==> src/rtl/melody_sequencer.sv <==
// Melody ROM player: steps note indices, holds each note for its beat count, gaps between notes.
// Latency: start -> LOAD next edge -> tone/soundEnable after the following edge. No backpressure.
// Stop and start pre-empt playback immediately; only a natural end yields a done pulse.
module melody_sequencer #(
    parameter int BEAT_CYCLES = 3_937_500,
    parameter int GAP_CYCLES  = 315_000,
    parameter int MAX_NOTES   = 32
) (
    input  logic       clk,
    input  logic       reset,
    input  logic       start,
    input  logic       stop,
    input  logic [3:0] melodySel,
    input  logic [3:0] rom_tone,
    input  logic [3:0] rom_length,
    input  logic       rom_silenceN,
    output logic [3:0] melodySelect,
    output logic [4:0] noteIndex,
    output logic [3:0] tone,
    output logic       soundEnable,
    output logic       busy,
    output logic       done
);

    localparam int TW = (BEAT_CYCLES > 1) ? $clog2(BEAT_CYCLES) : 1;
    localparam int GW = (GAP_CYCLES > 1) ? $clog2(GAP_CYCLES) : 1;
    localparam logic [TW-1:0] TICK_LAST = TW'(BEAT_CYCLES - 1);
    localparam logic [GW-1:0] GAP_LAST  = GW'((GAP_CYCLES > 0) ? GAP_CYCLES - 1 : 0);
    localparam logic [4:0]    NOTE_LAST = 5'(MAX_NOTES - 1);

    typedef enum logic [2:0] {IDLE, LOAD, PLAY, GAP, DONE} state_t;

    state_t        state;
    logic [TW-1:0] tickCnt;
    logic [GW-1:0] gapCnt;
    logic [3:0]    beatsLeft;

    always_ff @(posedge clk or posedge reset) begin
        if (reset) begin
            state        <= IDLE;
            melodySelect <= 4'd0;
            noteIndex    <= 5'd0;
            tone         <= 4'hF;
            soundEnable  <= 1'b0;
            busy         <= 1'b0;
            done         <= 1'b0;
            tickCnt      <= '0;
            gapCnt       <= '0;
            beatsLeft    <= 4'd0;
        end else begin
            done <= 1'b0;
            if (stop) begin
                state       <= IDLE;
                soundEnable <= 1'b0;
                noteIndex   <= 5'd0;
                busy        <= 1'b0;
                tickCnt     <= '0;
                gapCnt      <= '0;
            end else if (start) begin
                // Restart from any state; a pre-empted melody never reports done.
                state        <= LOAD;
                melodySelect <= melodySel;
                noteIndex    <= 5'd0;
                busy         <= 1'b1;
                soundEnable  <= 1'b0;
            end else begin
                unique case (state)
                    IDLE: ;
                    LOAD: begin
                        if (rom_length == 4'd0) begin
                            state       <= DONE;
                            done        <= 1'b1;
                            soundEnable <= 1'b0;
                        end else begin
                            tone        <= rom_tone;
                            beatsLeft   <= rom_length;
                            tickCnt     <= '0;
                            soundEnable <= rom_silenceN;
                            state       <= PLAY;
                        end
                    end
                    PLAY: begin
                        if (tickCnt == TICK_LAST) begin
                            tickCnt   <= '0;
                            beatsLeft <= beatsLeft - 4'd1;
                            if (beatsLeft == 4'd1) begin
                                soundEnable <= 1'b0;
                                // End on the last index so noteIndex never wraps.
                                if (noteIndex == NOTE_LAST) begin
                                    state <= DONE;
                                    done  <= 1'b1;
                                end else begin
                                    noteIndex <= noteIndex + 5'd1;
                                    gapCnt    <= '0;
                                    state     <= (GAP_CYCLES == 0) ? LOAD : GAP;
                                end
                            end
                        end else begin
                            tickCnt <= tickCnt + TW'(1);
                        end
                    end
                    GAP: begin
                        if (gapCnt == GAP_LAST) begin
                            state <= LOAD;
                        end else begin
                            gapCnt <= gapCnt + GW'(1);
                        end
                    end
                    DONE: begin
                        state <= IDLE;
                        busy  <= 1'b0;
                    end
                    default: state <= IDLE;
                endcase
            end
        end
    end

endmodule

==> config.mk <==
export PLATFORM = sky130hd
export DESIGN_NAME = melody_sequencer
export DESIGN_NICKNAME = d
export VERILOG_FILES = /design/src/rtl/melody_sequencer.sv
export SDC_FILE = /design/constraint.sdc
export NUM_CORES = 1
export LEC_CHECK = 0
export ABC_AREA = 1
export CORE_ASPECT_RATIO = 0.8
export CORE_MARGIN = 2
export CORE_UTILIZATION = 40
export CTS_BUF_LIST = sky130_fd_sc_hd__clkbuf_4 sky130_fd_sc_hd__clkbuf_8
export CTS_CLUSTER_SIZE = 28
export DETAILED_ROUTE_END_ITERATION = 8
export GPL_ROUTABILITY_DRIVEN = 0
export GPL_TIMING_DRIVEN = 0
export SETUP_SLACK_MARGIN = 0.2
export SLEW_MARGIN = 25
export SYNTH_ARGS = -nofsm -noshare
export SYNTH_HDL_FRONTEND = slang
export SYNTH_SLANG_ARGS = --single-unit
==> constraint.sdc <==
create_clock -name clk -period 2.88 [get_ports clk]
set_clock_uncertainty 0.2 [all_clocks]
set_input_delay 0.72 -clock clk [delete_from_list [all_inputs] [get_ports clk]]
set_output_delay 0.72 -clock clk [all_outputs]
set_load 0.01 [all_outputs]
# Yosys cells after proc, flatten, opt, wreduce, memory -nomap -nowiden
# Cells that the tools add are included.
dict set report op_classes {
  n_addsub 4
  mul 0
  div 0
  order_cmp 0
  eq_ne 21
  shifts 0
  mux 45
  bitwise 3
  reduce_logical 18
}
# operator count
set op_table {}
lappend op_table {{$mux W19} 6}
lappend op_table {{$mux W22} 4}
lappend op_table {{$pmux W22 S2} 1}
lappend op_table {{$pmux W19 S2} 1}
lappend op_table {{$mux W5} 6}
lappend op_table {{$add A22 B1 Y22 const B} 1}
lappend op_table {{$eq A22 B22 Y1 const B} 1}
lappend op_table {{$mux W3} 7}
lappend op_table {{$ne A3 B3 Y1 const B} 7}
lappend op_table {{$add A19 B1 Y19 const B} 1}
lappend op_table {{$eq A19 B19 Y1 const B} 1}
lappend op_table {{$reduce_bool A3 Y1} 6}
lappend op_table {{$mux W1} 14}
lappend op_table {{$ne A4 B4 Y1 const B} 3}
lappend op_table {{$pmux W3 S4} 1}
lappend op_table {{$reduce_and A4 Y1} 3}
lappend op_table {{$mux W4} 2}
lappend op_table {{$pmux W4 S2} 1}
lappend op_table {{$eq A3 B2 Y1 const B} 2}
lappend op_table {{$reduce_and A3 Y1} 2}
lappend op_table {{$reduce_and A6 Y1} 1}
lappend op_table {{$add A5 B1 Y5 const B} 1}
lappend op_table {{$eq A5 B5 Y1 const B} 1}
lappend op_table {{$reduce_and A5 Y1} 1}
lappend op_table {{other kinds (13)} 17}
dict set report word_totals {
  register_bits 64
  latch_bits 0
  ram_bits 0
  mem_bits_ro 0
  input_bits 17
  elab_cells 101
  mem_count 0
}

# Logic depth before layout (Yosys ltp)
dict set report depth {
  word_depth 7
  depth_mapped 12
  depth_no_buf 11
}

# Least setup slack after synthesis
# Ideal clock, no wire load.
dict set report synth_timing {
  path_kind {in2reg}
  start {input start}
  end {register gapCnt[11]}
  setup_ps 118
  t_arrival_ps 1605
  required_time_ps 2562
  setup_slack_ps 957
  cell_stages 9
  path_buffers 2
  path_cell_list {clkbuf_1 > inv_1 > nand3_1 > inv_2 > nand2_4 > clkinv_2 > buf_6 > nand4_1 > nand2_1}
}
dict set report synth_via {
  elab_chain_len 2
}
# element line_no
set synth_lines {}
lappend synth_lines {{start: declaration} 11} ;# input logic start,
lappend synth_lines {{$ne A2 B1 Y1 (no line)} --}
lappend synth_lines {{$reduce_and A6 Y1 (no line)} --}
lappend synth_lines {{end signal: assignment} 106} ;# gapCnt <= gapCnt + GW'(1);
lappend synth_lines {{end: declaration} 35} ;# logic [GW-1:0] gapCnt;
# No other way between the ends.
# A chain may end at the register's enable or synchronous reset.

# Final worst setup path
dict set report layout_timing {
  start {register tone[0]}
  end {output tone[0]}
}
# element line_no
set layout_lines {}
lappend layout_lines {{start: declaration} 19} ;# output logic [3:0] tone,
lappend layout_lines {{start signal: assignment} 75} ;# tone <= rom_tone;
# No word-level cell between the ends.

==> flow_metrics.env <==
export IMPL_finalNonFillerCells=804
export IMPL_crit_slowest_cell="clkdlybuf4s50_1"
export IMPL_first_iter_violations=270
export IMPL_seqPwrFrac_pct=47.9
export IMPL_nNetsFinal=678
export IMPL_critical_path_arrival_ns=1.43
export IMPL_postCtsSetupRepairBufs=0
export IMPL_drc=0
export IMPL_ys_seq_elements=64
export IMPL_endpoint_kind="primary output"
export IMPL_cts_tree="built"
export IMPL_hold_buffers=0
export IMPL_area_growth_pct=15.7
export IMPL_cts_htree_levels=3
export IMPL_synth_top_area_share_pct=34.6
export IMPL_overflow=0
export IMPL_crit_reg2reg_capture="gapCnt[11]"
export IMPL_syn_inst=613
export IMPL_worst_slew_pin_slew_ns=0.503
export IMPL_ys_warn_count=0
export IMPL_design_area_sq_mm=0.00503
export IMPL_drive_gt1_share_pct=14.4
export IMPL_worst_slack_ns=0.526
export IMPL_dp_cells=788
export IMPL_postSynthAreaPerCell_sq_um=7.09
export IMPL_hold_path_class="reg2reg"
export IMPL_cts_resized=0
export IMPL_ios=33
export IMPL_synth_fp_nets=636
export IMPL_clock_sinks=64
export IMPL_slowest_delay_ns=0.55
export IMPL_clockPowerShare_pct=35.1
export IMPL_cp_max_fo=2
export IMPL_report_final_setup_viol=0
export IMPL_crit_buf_inv=1
export IMPL_yosysTopAreaCell="dfrtp_1"
export IMPL_port_buffers=30
export IMPL_grt_pass1_vias=3992
export IMPL_drtPass1Iterations=4
export IMPL_dpl_instance_area_sq_mm=0.00485
export IMPL_grt_max_degree=39
export IMPL_r2r_start="noteIndex[0]"
export IMPL_combPwrFrac_pct=17.0
export IMPL_pre_cts_ws_ns=0.227
export IMPL_ff2ff_path_depth=11
export IMPL_yosysSeqAreaShare_pct=37.0
export IMPL_die_height_um=97.2
export IMPL_holdWs_ns=0.310
export IMPL_worstSkewPairLatency_ns=0.36
export IMPL_finalCriticalPeriod_ns=2.35
export IMPL_cts_clk_slew_worst_paths_ns=0.08
export IMPL_dieArea_sq_mm=0.0117
export IMPL_cp_required_ns=1.96
export IMPL_switching_share_pct=30.5
export IMPL_p_int_mw=1.44
export IMPL_critPathKind="reg2out"
export IMPL_cts_root_buf="clkbuf_8"
export IMPL_cts_buffers=9
export IMPL_cts_path_max_buffers=2
export IMPL_antenna_found_initial=0
export IMPL_final_cell_mix="nand2_1 (168), nor2_1 (81), nand3_1 (67)"
export IMPL_period_share_pct=81.7
export IMPL_hpwl_um=8290
export IMPL_cp_start_kind="flip-flop"
export IMPL_antenna_cells=0
export IMPL_cpLargestDelayFamily="buffers and inverters"
export IMPL_wl_per_cell_um=14.0
export IMPL_drv_slew=0
export IMPL_totalWireLength_um=11300
export IMPL_row_count=34
export IMPL_clock_fmax_mhz=425
export IMPL_p_total_mw=2.07
export IMPL_synth_area_leaders="dfrtp_1 (35%), nand2_1 (15%), nand3_1 (7.7%)"
export IMPL_finalHoldViolCount=0
export IMPL_final_common_cell="nand2_1"
export IMPL_grt_pass1_wl_um=19300
export IMPL_yosys_cell_types_count=38
export IMPL_power_density_mw_per_mm2=411
export IMPL_maxSlewHeadroom_pct=66.5
export IMPL_ant_nets=0
export IMPL_die_x_um=121
export IMPL_start_util_pct=40.5
export IMPL_core_sq_mm=0.0107
export IMPL_r2r_slack_ns=0.79
export IMPL_run_status="finished, final reports clean"
export IMPL_ir_worst_vdd_v=0.000262
export IMPL_max_cap_violations=0
export IMPL_hold_depth=1
export IMPL_cp_cell_sequence="clkdlybuf4s50_1"
export IMPL_syn_area_sq_mm=0.00435
export IMPL_hp_start="melodySelect[0]"
export IMPL_leakage_nw=2.21
export IMPL_rsz0062_at_grt="no"
export IMPL_route_vias_total=4195
export IMPL_power_switching_mw=0.630
export IMPL_gr_usage_all_layers_pct=20.4
export IMPL_hold_end="melodySelect[0]"
export IMPL_vias_per_cell=5.22
-- per-stage QoR --
step / TNS (ns) / utilization, %
after floorplan: 0 / -
after global placement: -56.82 / 45.0
after detailed placement: 0 / 45.2
after CTS: 0 / 46.9
after global routing: 0 / 46.9
final: 0 / 46.9
-- how the worst max path moves through the flow --
stage / from / end / slack, ns / depth (start not counted)
5_1_grt: rom_length[0] / tickCnt[15] / 0.41 / 10
2_1_floorplan: reset / beatsLeft[0] / 0.37 / 1
3_3_place_gp: reset / tickCnt[19] / -0.93 / 2
6_report: tone[0] / tone[0] / 0.53 / 1
4_1_cts: tone[0] / tone[0] / 0.50 / 1
3_5_place_dp: rom_length[2] / tickCnt[15] / 0.23 / 10
-- registers in the layout (all words and copies together), names as in the netlist --
name	flops
beatsLeft	4
busy	1
done	1
gapCnt	19
melodySelect	4
noteIndex	5
soundEnable	1
state	3
tickCnt	22
tone	4
-- layout make-up --
| class | instances | area, sq um |
|---|---|---|
| fillers | 1119 | 5690 |
| multi-input cells | 464 | 2380 |
| flip-flops and latches | 64 | 1610 |
| repair buffers | 31 | 320 |
| inverters | 65 | 248 |
| well taps | 144 | 180 |
| clock buffers | 10 | 131 |
| plain buffers | 20 | 113 |
| clock inverters | 6 | 47.5 |
-- logic make-up (layout without fill, tap and decap cells) --
logic type	count (synthesis)	after routing	synth area share (%)
xor+xnor	15	15	3.02
flops	64	64	37.0
mux	8	8	2.07
buf+inv	85	132	8.23
simple gates	399	399	43.4
fa+ha+maj	6	6	1.73
compound gates	36	36	4.52
-- power by group through the flow --
| stage | registers (mW) | clock network, mW | logic [mW] |
|---|---|---|---|
| global placement | 1.01 | 0 | 0.344 |
| CTS | 0.990 | 0.746 | 0.353 |
| detailed placement | 1.01 | 0 | 0.351 |
| finish | 0.990 | 0.725 | 0.351 |
| global route | 0.995 | 0.780 | 0.391 |
| floorplan | 1.02 | 0 | 0.196 |
-- routing by layer --
layer	global-route usage (%)	share of wire, %	vias up
met5	0	0	-
met2	30.6	44	125
met3	5.11	6.2	11
met1	29.6	49	1984
met4	4.56	0.84	0
li1	-	-	2075
-- cells in the mapped netlist --
library cell	instances
inv_1	56
nor2_1	81
nand3_1	67
buf_1	1
xnor2_1	3
o22ai_1	1
buf_2	12
nand3b_2	1
mux2_2	8
dfstp_2	4
o211ai_1	1
xor2_1	12
or2_4	1
o21ai_1	2
ha_1	6
nor3b_1	1
nand2_1	168
clkinv_2	1
nor2_4	3
a211oi_1	1
nor3_1	4
nor4_1	3
o21ai_0	16
nand3_2	8
nand3b_1	3
a31oi_1	2
clkbuf_1	4
dfrtp_1	60
nand2_2	8
a21oi_1	10
nand4_1	31
inv_2	8
nand3_4	2
buf_6	3
nor2_2	13
nand2_4	4
o21bai_1	3
nor3_2	1
Note: power is estimated with default switching activity, not from simulation.
